==> src/rtl/fifo_rd_stream_adapter.sv <==
// Read-side FIFO adapter: drains a one-cycle-latency FIFO port into
// a valid/ready stream through a 3-entry credit-limited buffer.
module fifo_rd_stream_adapter #(
  parameter int DATA_WIDTH = 8,
  parameter int CNT_WIDTH  = 16
) (
  input  logic                  rd_clk,
  input  logic                  reset,
  input  logic                  enable,
  input  logic                  fifo_empty,
  input  logic [DATA_WIDTH-1:0] fifo_dout,
  output logic                  fifo_rd_en,
  output logic                  m_valid,
  output logic [DATA_WIDTH-1:0] m_data,
  input  logic                  m_ready,
  output logic [CNT_WIDTH-1:0]  word_count,
  output logic                  busy
);

  logic [DATA_WIDTH-1:0] mem [3];
  logic [1:0] head;
  logic [1:0] tail;
  logic [1:0] count;
  logic       inflight;
  logic       pop;
  logic [2:0] credit_used;

  function automatic logic [1:0] nxt(input logic [1:0] i);
    return (i == 2'd2) ? 2'd0 : i + 2'd1;
  endfunction

  // Credits count both buffered words and the one still in the FIFO pipe
  assign credit_used = {1'b0, count} + {2'b0, inflight};
  assign fifo_rd_en  = !reset && enable && !fifo_empty
                     && (credit_used < 3'd3);

  assign m_valid = (count != 2'd0);
  assign m_data  = mem[head];
  assign pop     = m_valid && m_ready;
  assign busy    = m_valid || inflight;

  always_ff @(posedge rd_clk or posedge reset) begin
    if (reset) begin
      for (int i = 0; i < 3; i++) mem[i] <= '0;
      head       <= 2'd0;
      tail       <= 2'd0;
      count      <= 2'd0;
      inflight   <= 1'b0;
      word_count <= '0;
    end else begin
      inflight <= fifo_rd_en;
      if (inflight) begin
        mem[tail] <= fifo_dout;
        tail      <= nxt(tail);
      end
      if (pop) begin
        head       <= nxt(head);
        word_count <= word_count + CNT_WIDTH'(1);
      end
      unique case ({inflight, pop})
        2'b10:   count <= count + 2'd1;
        2'b01:   count <= count - 2'd1;
        default: count <= count;
      endcase
    end
  end

  always_ff @(posedge rd_clk) begin
    if (!reset && inflight && !pop)
      assert (count != 2'd3);
  end

endmodule

==> config.mk <==
export PLATFORM = sky130hd
export DESIGN_NAME = fifo_rd_stream_adapter
export DESIGN_NICKNAME = d
export VERILOG_FILES = /design/src/rtl/fifo_rd_stream_adapter.sv
export SDC_FILE = /design/constraint.sdc
export NUM_CORES = 1
export LEC_CHECK = 0
export ABC_AREA = 1
export CAP_MARGIN = 20
export CORE_MARGIN = 10
export CORE_UTILIZATION = 45
export CTS_CLUSTER_SIZE = 30
export DETAILED_ROUTE_END_ITERATION = 8
export GPL_ROUTABILITY_DRIVEN = 1
export PLACE_DENSITY_LB_ADDON = 0.25
export RECOVER_POWER = 100
export SLEW_MARGIN = 25
export SYNTH_ARGS = -nofsm -noshare
export SYNTH_HDL_FRONTEND = slang
export SYNTH_SLANG_ARGS = --single-unit
==> constraint.sdc <==
create_clock -name rd_clk -period 2.5 [get_ports rd_clk]
set_clock_uncertainty 0.1 [all_clocks]
set_input_delay 0.25 -clock rd_clk [delete_from_list [all_inputs] [get_ports rd_clk]]
set_output_delay 0.25 -clock rd_clk [all_outputs]
set_load 0.01 [all_outputs]
# ---- Yosys cells after proc, flatten, opt, wreduce, memory -nomap -nowiden
# Cells that the tools add are included.
dict set report totals {
  out_inout_bits 27
  wordCells 43
  input_bits 13
  register_bits 47
}
dict set report op_classes {
  n_bitwise 2
  add_sub_neg 6
  n_lt_le_gt_ge 4
  reduce_logical 10
  n_eq_ne 4
  mux 9
}
# op count
set op_table {}
lappend op_table {{bitwise mux 24 bit} 1}
lappend op_table {{two-way mux 8 bit} 3}
lappend op_table {{adder 16 x 1 -> 16 bit (second input constant)} 1}
lappend op_table {{binary-select mux 8 bit (select 2 bit)} 1}
lappend op_table {{demux 8 bit (select 2 bit)} 1}
lappend op_table {{adder 2 x 1 -> 2 bit (second input constant)} 3}
lappend op_table {{== test 2 bit (second input constant)} 3}
lappend op_table {{>= comparator 3 bit (second input constant)} 2}
lappend op_table {{NOT 2 -> 3 bit} 2}
lappend op_table {{logical AND 1 bit} 5}
lappend op_table {{two-way mux 2 bit} 2}
lappend op_table {{one-hot mux 2 bit (2 select lines)} 1}
lappend op_table {{nonzero test 2 bit} 2}
lappend op_table {{adder 2 x 1 -> 3 bit} 1}
lappend op_table {{less-than comparator 3 x 1 -> 1 bit (second input constant)} 1}
lappend op_table {{less-than comparator 3 x 2 -> 1 bit (second input constant)} 1}
lappend op_table {{== test 2 x 1 -> 1 bit (second input constant)} 1}
lappend op_table {{logical NOT 1 bit} 2}
lappend op_table {{subtractor 2 x 1 -> 2 bit (second input constant)} 1}
lappend op_table {{logical OR 1 bit} 1}

# ---- Longest topological paths before layout
# Gate-level depths: netlist of run 1.
dict set report depth {
  depth_word 6
  depth_mapped 7
  ltp_nobuf 7
}

# ---- Least setup slack after synthesis of run 1
# Ideal clock, no wire load.
dict set report synth_path {
  path_kind {input-to-output}
  from {input reset}
  to {output fifo_rd_en}
  t_required_ns 2.150
  slack_ns 0.474
  n_path_buf 0
  arrival_ns 1.676
  path_stages 3
  path_cell_list {inv_1 > nand3_1 > a21oi_1}
}
dict set report synth_between {
  elab_chain_len 4
}
# element line
set synth_lines {}
lappend synth_lines {{from (decl)} 8} ;# input logic reset,
lappend synth_lines {{logical NOT 1 bit} -}
lappend synth_lines {{logical AND 1 bit (2 in a row)} 34} ;# assign fifo_rd_en = !reset && enable && !fifo_empty
lappend synth_lines {{logical AND 1 bit} 35} ;# && (credit_used < 3'd3);
lappend synth_lines {{to (decl)} 12} ;# output logic fifo_rd_en,
# No other way between the ends.

# ---- Final worst setup path of run 1
dict set report layout_path {
  from {register head[1]}
  to {output m_data[6]}
}
dict set report layout_between {
  elab_chain_len 4
}
# element line
set layout_lines {}
lappend layout_lines {{from (decl)} 21} ;# logic [1:0] head;
lappend layout_lines {{from (signal assigned)} 57} ;# head <= nxt(head);
lappend layout_lines {{NOT 2 -> 3 bit (implied by the code)} 38} ;# assign m_data = mem[head];
lappend layout_lines {{binary-select mux 8 bit (select 2 bit)} 38}
lappend layout_lines {{two-way mux 8 bit (implied by the code) (2 in a row)} 38}
lappend layout_lines {{to (decl)} 14} ;# output logic [DATA_WIDTH-1:0] m_data,
# No other way between the ends. The select of a mux whose other input is x is not followed.

==> results of run 1 <==
[routing by layer]
| metal | GRT usage, % | vias up | wire length [µm] |
|---|---|---|---|
| met4 | 3.90 | 0 | 70 |
| met1 | 15.5 | 819 | 2090 |
| met2 | 20.7 | 35 | 2190 |
| met3 | 3.56 | 7 | 282 |
| met5 | 0 | - | 0 |
| li1 | - | 909 | - |
[flip-flops by register name, summed over array words and instances, names as in the netlist]
register and flops:
tail 2, inflight 1, count 2, mem 24, word_count 16, head 2
[worst min-delay path: stages, from the launching register on]
cell     delay [ns]
dfrtp_1        0.35
nand2_1        0.05
o21ai_0        0.06
[final timing paths]
path / from / end / cells after the start
hold reg to reg: mem[14] / mem[14] / 2
min in group asynchronous: reset / mem[17] / 3
setup / recovery: head[1] / m_data[6] / 6
setup reg to reg: count[0] / count[1] / 6
max in group asynchronous: reset / word_count[5] / 3
hold / removal: mem[14] / mem[14] / 2
[Yosys cell counts, types with 2 or more instances]
master     n
clkbuf_1   3
xnor2_1    8
nand3_1   16
o21ai_1    5
nor2_2     3
nand2_1   87
nor2_1    14
dfrtp_1   47
o21ai_0   30
xor2_1     2
inv_1     30
a21oi_1    2
ha_1       4
nand4_1    3
[layout make-up]
| type | count | area [µm²] | area share [%] |
|---|---|---|---|
| clock inverter | 3 | 26.3 | 0.977 |
| clock buffer | 5 | 68.8 | 2.56 |
| timing repair buffer | 41 | 397 | 14.8 |
| tap | 54 | 67.6 | 2.51 |
| sequential | 47 | 1180 | 43.7 |
| inverter | 30 | 113 | 4.19 |
| multi-input combinational | 179 | 841 | 31.3 |
[cell families (layout without fill, tap and decap cells)]
logic type                 after synthesis  after routing  synth area share (%)
and+or+nand+nor                        128            128                  25.3
DFF                                     47             47                  54.1
adders and majority gates                4              4                  2.30
xor gates and xnor gates                10             10                  4.03
buffers and inverters                   33             79                  5.70
AOI/OAI and AO/OA                       37             37                  8.52
[repair_timing]
item                                   CTS  global route
resized for setup                        0             1
endpoints found under the hold margin    0             0
setup endpoints to repair                0             1
[metrics by stage]
| step | std cells | instance area, µm² | hold slack (ns) | power, W |
|---|---|---|---|---|
| final | 359 | 2690 | 0.392 | 0.00281 |
| after global routing | 359 | 2690 | 0.425 | 0.00307 |
| after CTS | 359 | 2730 | 0.396 | 0.00297 |
| after detailed placement | 351 | 2630 | 0.373 | 0.00248 |
| after global placement | 351 | 2630 | 0.366 | 0.00244 |
| after floorplan | 259 | 2170 | 0.326 | 0.00190 |
[power by group]
part | leakage (nW) | internal, W | switching (W)
Combinational | 0.703 | 0.000513 | 0.000577
Clock | 0.0495 | 0.000208 | 0.000274
Sequential | 0.575 | 0.00105 | 0.000196
Total | 1.33 | 0.00177 | 0.00105
[cells in the final DEF (no fill, tap or decap)]
master           count
nand3b_2             1
nand4_1              3
xnor2_1              8
ha_1                 4
a21oi_1              2
clkbuf_2             1
xor2_1               2
clkdlybuf4s50_1     11
inv_1               30
nor2_1              18
buf_4                1
nand3_1             17
clkbuf_8             5
nor3_1               1
dlygate4sd3_1       27
clkbuf_1             1
dfrtp_1             47
o21ai_0             35
inv_6                3
nand2_1             88
==> flow_metrics.py, run 1 <==
metrics = {
    "grt": {
        "grt_pass1_vias": 1775,
        "grt_overflow": 0,
        "track_usage_pct": 12.5,
        "grt_max_degree": 48,
        "grt_first_pass_wirelength_mm": 7.98,
        "antenna_found_initial": 0,
    },
    "yosys": {
        "synth_largest_area_cell": "dfrtp_1",
        "ys_types": 19,
        "yosysSeqAreaShare_pct": 54.1,
        "synth_ff_type": "dfrtp_1",
        "syn_inst": 259,
        "synth_edf_count": 0,
        "netlist.area_leader.share_pct": 54.1,
        "syn-mean-instance-area_um2": 8.39,
        "synthesis.area_um2": 2170,
        "synth_warnings": 0,
        "synth_seq_cells": 47,
        "synthTopCellsByArea": "dfrtp_1 (54%), nand2_1 (15%), o21ai_0 (6.9%)",
        "synth_nets": 276,
        "async_reset_ff_share_pct": 100,
    },
    "worst_setup_path": {
        "slowest_stage": "dlygate4sd3_1",
        "crit_path_end_kind": "primary output",
        "critical-path-top-delay-family": "buffers and inverters",
        "cp_data_arrival_time_ns": 1.88,
        "crit_fanout": 8,
        "critPathMaxStageDelay_ns": 0.61,
        "crit_chain": "inv_1, nand2_1, inv_1, nand2_1, nand3_1, dlygate4sd3_1",
        "critical_path_buf_inv_count": 3,
        "reg2reg_slack_ns": 0.52,
        "criticalPathCategory": "reg2out",
        "startpoint_type": "flip-flop",
        "cp.required_ns": 2.15,
    },
    "floorplan": {
        "die_height_um": 89.5,
        "fp.coreArea_um2": 4690,
        "die_area_um2": 8010,
        "die_w_um": 89.5,
        "initial_core_util_pct": 46.3,
        "num_rows": 25,
        "ios": 40,
    },
    "clock_tree": {
        "path_clk_slew_ns": 0.10,
        "h-tree-depth": 2,
        "cts.sinks": 47,
        "cts_hold_buffers": 0,
        "cts_buffer_depth": 2,
        "root_buffer": "clkbuf_8",
        "cts-buffers-inserted": 5,
        "cts_tree": "built",
        "post_cts_buffers": 0,
        "insertion_delay_ns": 0.30,
    },
    "drt": {
        "dr.pass1.iters": 4,
        "vias": 1770,
        "viasPerCell": 4.93,
        "routed_wl_mm": 4.64,
        "final_antenna_net_count": 0,
        "drc": 0,
        "detail_route.wl_per_cell_um": 12.9,
        "drt-initial-drc-count": 106,
    },
    "power": {
        "p_leak_nw": 1.33,
        "p_per_area_nw_per_um2": 1050,
        "ir_worst_vdd_v": 0.000538,
    },
    "final_layout": {
        "layout-drive-gt1-share_pct": 3.61,
        "fin_util_pct": 57.3,
        "area_delta_synth_final_pct": 23.8,
        "diodes": 0,
        "nets": 321,
        "n_fill_cell": 439,
    },
    "timing": {
        "finalHoldViolCount": 0,
        "setup_slack_ns": 0.266,
        "max_freq_mhz": 448,
        "post-route-period-util_pct": 89.4,
        "finalCriticalPeriod_ns": 2.23,
        "setup_tns_ns": 0,
        "rsz0062_at_grt": "false",
        "relSlewSlack_pct": 24.3,
        "worst_slew_pin_slew_ns": 1.13,
        "setup_violations": 0,
        "drv_slew": 0,
    },
    "placement": {
        "port_buffers": 39,
        "gp_congestion": 0.785,
        "pre_cts_slack_ns": 0.465,
        "place_hpwl_mm": 3.34,
    },
    "run_status": {
        "outcome": "completed",
    },
    "flow_run": {
        "maxCapViolCount": 0,
    },
    "worst_hold_path": {
        "min_path_type": "reg2reg",
    },
}
Power figures use the tool's default switching activity.
==> inputs of run 2 (changes only) <==
Settings changed: ABC_AREA 1 to unset.
==> flow_metrics.py, run 2 <==
metrics = {
    "timing": {
        "finalCriticalPeriod_ns": 2.24,
        "relSlewSlack_pct": 25.5,
        "setup_tns_ns": 0,
        "finalHoldViolCount": 0,
        "worst_slew_pin_slew_ns": 1.12,
        "max_freq_mhz": 447,
        "setup_violations": 0,
        "drv_slew": 0,
        "whs_ns": 0.375,
        "rsz0062_at_grt": "false",
        "setup_slack_ns": 0.262,
        "post-route-period-util_pct": 89.5,
    },
    "yosys": {
        "synth_edf_count": 0,
        "synth_seq_cells": 47,
        "yosysSeqAreaShare_pct": 56.2,
        "synthesis.area_um2": 2090,
        "async_reset_ff_share_pct": 100,
        "synth_nets": 185,
        "synth_most_common_cell": "dfrtp_1",
        "synth_largest_area_cell": "dfrtp_1",
        "ys_top_cells_by_count": "dfrtp_1 (47), mux2_2 (25), nand2_1 (19), xnor2_1 (13), mux2i_1 (8)",
        "syn-mean-instance-area_um2": 12.5,
        "netlist.area_leader.share_pct": 56.2,
        "synth_ff_type": "dfrtp_1",
        "synthTopCellsByArea": "dfrtp_1 (56%), mux2_2 (13%), xnor2_1 (5.4%)",
        "syn_inst": 168,
        "ys_types": 27,
        "synth_warnings": 0,
    },
    "placement": {
        "port_buffers": 39,
        "placed_area_um2": 2550,
        "pre_cts_slack_ns": 0.377,
        "gp_congestion": 0.749,
        "place_hpwl_mm": 3.15,
        "dp_cells": 258,
    },
    "clock_tree": {
        "cts_tree": "built",
        "h-tree-depth": 2,
        "root_buffer": "clkbuf_8",
        "insertion_delay_ns": 0.29,
        "cts_buffer_depth": 2,
        "path_clk_slew_ns": 0.09,
        "cts-buffers-inserted": 5,
        "cts.sinks": 47,
        "cts_hold_buffers": 0,
    },
    "final_layout": {
        "n_fill_cell": 372,
        "final_common_cell": "dfrtp_1",
        "final_cell_mix": "dfrtp_1 (46), mux2_2 (25), dlygate4sd3_1 (25)",
        "reg_top3": "mem (24), word_count (16)",
        "diodes": 0,
        "top_register": "mem",
        "nets": 230,
        "area_delta_synth_final_pct": 26.0,
        "layout-drive-gt1-share_pct": 19.2,
        "largest_reg_flops": 24,
        "layout.cells.non_filler": 266,
        "design_area_um2": 2640,
    },
    "worst_setup_path": {
        "criticalPathCategory": "reg2out",
        "crit_fanout": 14,
        "worstSetupEndpoint": "m_data[5]",
        "crit_start": "head[1]",
        "startpoint_type": "flip-flop",
        "r2r-start": "count[0]",
        "r2r_end": "word_count[9]",
        "crit_path_end_kind": "primary output",
        "reg2reg_slack_ns": 0.47,
        "worstRegToRegCells": 4,
        "cp.required_ns": 2.15,
        "cp_data_arrival_time_ns": 1.89,
    },
    "power": {
        "p_per_area_nw_per_um2": 1130,
        "ir_worst_vdd_v": 0.000616,
        "p_leak_nw": 1.20,
    },
    "floorplan": {
        "ios": 40,
        "initial_core_util_pct": 47.1,
        "num_rows": 24,
        "die_height_um": 88.2,
        "die_area_um2": 7780,
        "fp.coreArea_um2": 4440,
        "die_w_um": 88.2,
    },
    "grt": {
        "grt_first_pass_wirelength_mm": 7.17,
        "track_usage_pct": 11.7,
        "grt_pass1_vias": 1469,
        "grt_overflow": 0,
        "antenna_found_initial": 0,
        "grt_max_degree": 48,
    },
    "drt": {
        "drt-initial-drc-count": 73,
        "dr.pass1.iters": 4,
        "final_antenna_net_count": 0,
        "drc": 0,
        "routed_wl_mm": 4.21,
        "detail_route.wl_per_cell_um": 15.8,
        "viasPerCell": 5.09,
        "vias": 1354,
    },
    "worst_hold_path": {
        "min_path_type": "reg2reg",
    },
    "run_status": {
        "outcome": "completed",
    },
    "flow_run": {
        "maxCapViolCount": 0,
    },
}
## run 2: worst min path at each step
stage | start | end | slack, ns | cells after the start
2_1_floorplan | fifo_dout[0] | mem[0] | 0.30 | 1
3_3_place_gp | word_count[15] | word_count[15] | 0.36 | 1
3_5_place_dp | word_count[15] | word_count[15] | 0.37 | 1
4_1_cts | word_count[15] | word_count[15] | 0.39 | 1
5_1_grt | word_count[15] | word_count[15] | 0.41 | 1
6_report | word_count[15] | word_count[15] | 0.38 | 1
## run 2: timing repair
action / 4_1_cts / 5_1_grt
gates resized for setup: 0 / 4
endpoints found under the setup margin: 0 / 7
buffers inserted: 0 / 0
## run 2: logic make-up (layout without fill, tap and decap cells)
family                   count (synthesis)  after routing  share of synthesized area, %
AO/OA/AOI/OAI                           12             12                          3.71
buffers and inverters                    9             55                          1.73
AND/OR/NAND/NOR                         45             45                          11.2
flip-flops                              47             47                          56.2
multiplexers                            33             33                          17.3
adder cells (fa/ha/maj)                  4              4                          2.39
XOR/XNOR                                18             18                          7.53
## run 2: report_power, final
group / internal [W] / switching [W] / total (W) / leakage, nW
Sequential: 0.00106 / 0.000257 / 0.00132 / 0.581
Clock: 0.000298 / 0.000251 / 0.000549 / 0.0581
Combinational: 0.000644 / 0.000471 / 0.00112 / 0.562
## run 2: cell type report
type / instances / area, µm² / share of cell area [%]
clock buffer: 5 / 68.8 / 2.61
clock inverter: 3 / 43.8 / 1.66
inverter: 5 / 18.8 / 0.712
multi-input combinational: 112 / 863 / 32.7
sequential: 47 / 1180 / 44.6
tap: 52 / 65.1 / 2.47
timing repair buffer: 42 / 400 / 15.2
## run 2: per-layer routing
layer	vias up	global-route usage, %	part of all wire, %
li1	662	-	-
met1	660	13.8	43
met2	28	19.2	50
met3	4	4.55	6.7
met4	0	3.67	0.88
met5	-	0	0
## run 2: critical path, cell delays in order (launching register included)
cell and delay [ns]:
dfrtp_2 0.55, nor2b_2 0.27, nand2_1 0.07, o21ai_0 0.07, dlygate4sd3_1 0.63
## run 2: per-stage QoR
step                power (W)  utilization, %
floorplan             0.00197               -
global placement      0.00248            57.5
detailed placement    0.00254            57.5
CTS                   0.00310            60.0
global route          0.00319            59.3
finish                0.00298            59.3
==> inputs of run 3 (changes only) <==
Settings changed: CELL_PAD_IN_SITES_DETAIL_PLACEMENT set to 0, CELL_PAD_IN_SITES_GLOBAL_PLACEMENT set to 1, CORE_UTILIZATION 45 to 41, SLEW_MARGIN 25 to unset.
==> flow_metrics.py, run 3 (synthesis results as in run 2) <==
metrics = {
    "timing": {
        "post-route-period-util_pct": 90.7,
        "drv_slew": 0,
        "relSlewSlack_pct": 24.9,
        "setup_violations": 0,
        "rsz0062_at_grt": "false",
        "max_freq_mhz": 441,
        "finalHoldViolCount": 0,
        "setup_tns_ns": 0,
        "finalCriticalPeriod_ns": 2.27,
        "worst_slew_pin_slew_ns": 1.13,
    },
    "floorplan": {
        "num_rows": 25,
        "die_height_um": 91.5,
        "initial_core_util_pct": 43.2,
        "die_w_um": 91.5,
        "ios": 40,
        "fp.coreArea_um2": 4850,
        "die_area_um2": 8360,
    },
    "grt": {
        "antenna_found_initial": 0,
        "grt_first_pass_wirelength_mm": 7.53,
        "grt_max_degree": 48,
        "grt_pass1_vias": 1493,
        "grt_overflow": 0,
        "track_usage_pct": 11.0,
    },
    "placement": {
        "port_buffers": 39,
        "gp_congestion": 0.723,
        "place_hpwl_mm": 3.17,
    },
    "drt": {
        "wl_met3_um": 278,
        "final_antenna_net_count": 0,
        "dr.pass1.iters": 4,
        "drt-initial-drc-count": 38,
        "viasPerCell": 4.94,
        "top_layer_used": "met4",
        "drc": 0,
        "vias": 1382,
        "routed_wl_mm": 4.38,
        "wl_met2_mm": 1.99,
        "wl_met1_mm": 2.06,
        "detail_route.wl_per_cell_um": 15.6,
    },
    "worst_setup_path": {
        "critPathMaxStageDelay_ns": 0.63,
        "r2r_end": "word_count[9]",
        "reg2reg_slack_ns": 0.44,
        "crit_path_end_kind": "primary output",
        "crit_chain": "nor2b_2, nand2_1, o21ai_0, dlygate4sd3_1",
        "worstSetupEndpoint": "m_data[5]",
        "r2r-start": "count[0]",
        "slowest_stage": "dlygate4sd3_1",
        "crit_fanout": 14,
        "startpoint_type": "flip-flop",
        "worstRegToRegCells": 4,
        "cp.required_ns": 2.15,
        "cp.depth": 4,
        "cp_data_arrival_time_ns": 1.92,
        "crit_start": "head[1]",
        "critical_path_buf_inv_count": 1,
        "criticalPathCategory": "reg2out",
        "critical-path-top-delay-family": "buffers and inverters",
    },
    "clock_tree": {
        "insertion_delay_ns": 0.29,
        "h-tree-depth": 2,
        "cts.sinks": 47,
        "cts-buffers-inserted": 5,
        "cts_tree": "built",
        "root_buffer": "clkbuf_8",
        "cts_buffer_depth": 2,
        "path_clk_slew_ns": 0.08,
    },
    "power": {
        "p_per_area_nw_per_um2": 1090,
        "p_leak_nw": 1.19,
        "p_total_w": 0.00288,
        "ir_worst_vdd_v": 0.000539,
    },
    "run_status": {
        "outcome": "completed",
    },
    "final_layout": {
        "top_register": "mem",
        "reg_top3": "mem (24), word_count (16)",
        "fin_util_pct": 54.4,
        "largest_reg_flops": 24,
        "diodes": 0,
        "final_common_cell": "dfrtp_1",
        "layout-drive-gt1-share_pct": 18.8,
        "nets": 230,
        "area_delta_synth_final_pct": 26.0,
        "final_cell_mix": "dfrtp_1 (46), mux2_2 (25), dlygate4sd3_1 (25)",
    },
    "worst_hold_path": {
        "min_path_type": "reg2reg",
    },
    "flow_run": {
        "maxCapViolCount": 0,
    },
}
run 3: cell types whose count changed in the layout (fill, tap and decap cells not counted):
cell             change
bufinv_16            -1
clkbuf_1             -1
clkbuf_8             +1
clkdlybuf4s25_1      +1
clkinv_4             -1
run 3: report_power, final:
group | switching, W | internal [W]
sequential | 0.000252 | 0.00106
clock | 0.000232 | 0.000217
combinational | 0.000468 | 0.000645
run 3: through the flow:
stage               setup WS (ns)  cell area (µm²)  hold slack [ns]  cells
global route                0.106             2640            0.415    280
detailed placement          0.365             2570            0.370    273
CTS                        0.0341             2660            0.381    280
global placement            0.407             2570            0.362    273
floorplan                   0.478             2090            0.300    168
finish                      0.234             2640            0.374    280
run 3: final cells by class:
type	count	area [µm²]
clock buffer	6	82.6
sequential	47	1180
inverter	5	18.8
timing repair buffer	42	407
multi-input combinational	112	863
clock inverter	1	5.00
tap	67	83.8
fill	422	2210
run 3: how the worst min path moves through the flow:
stage / from / depth (start not counted) / end / slack [ns]
finish: word_count[15] / 1 / word_count[15] / 0.37
global route: word_count[15] / 1 / word_count[15] / 0.42
CTS: word_count[15] / 1 / word_count[15] / 0.38
detailed placement: word_count[15] / 1 / word_count[15] / 0.37
global placement: word_count[15] / 1 / word_count[15] / 0.36
floorplan: fifo_dout[0] / 1 / mem[0] / 0.30
run 3: timing repair:
action                     4_1_cts  5_1_grt
hold buffers                     0        0
resized for setup                0        4
setup endpoints to repair        0        6
buffers inserted                 0        0
run 3: per-layer routing:
| layer | track usage (%) | vias up |
|---|---|---|
| met1 | 13.0 | 681 |
| met2 | 17.8 | 27 |
| met5 | 0 | - |
| met3 | 4.77 | 6 |
| met4 | 3.13 | 0 |
| li1 | - | 668 |
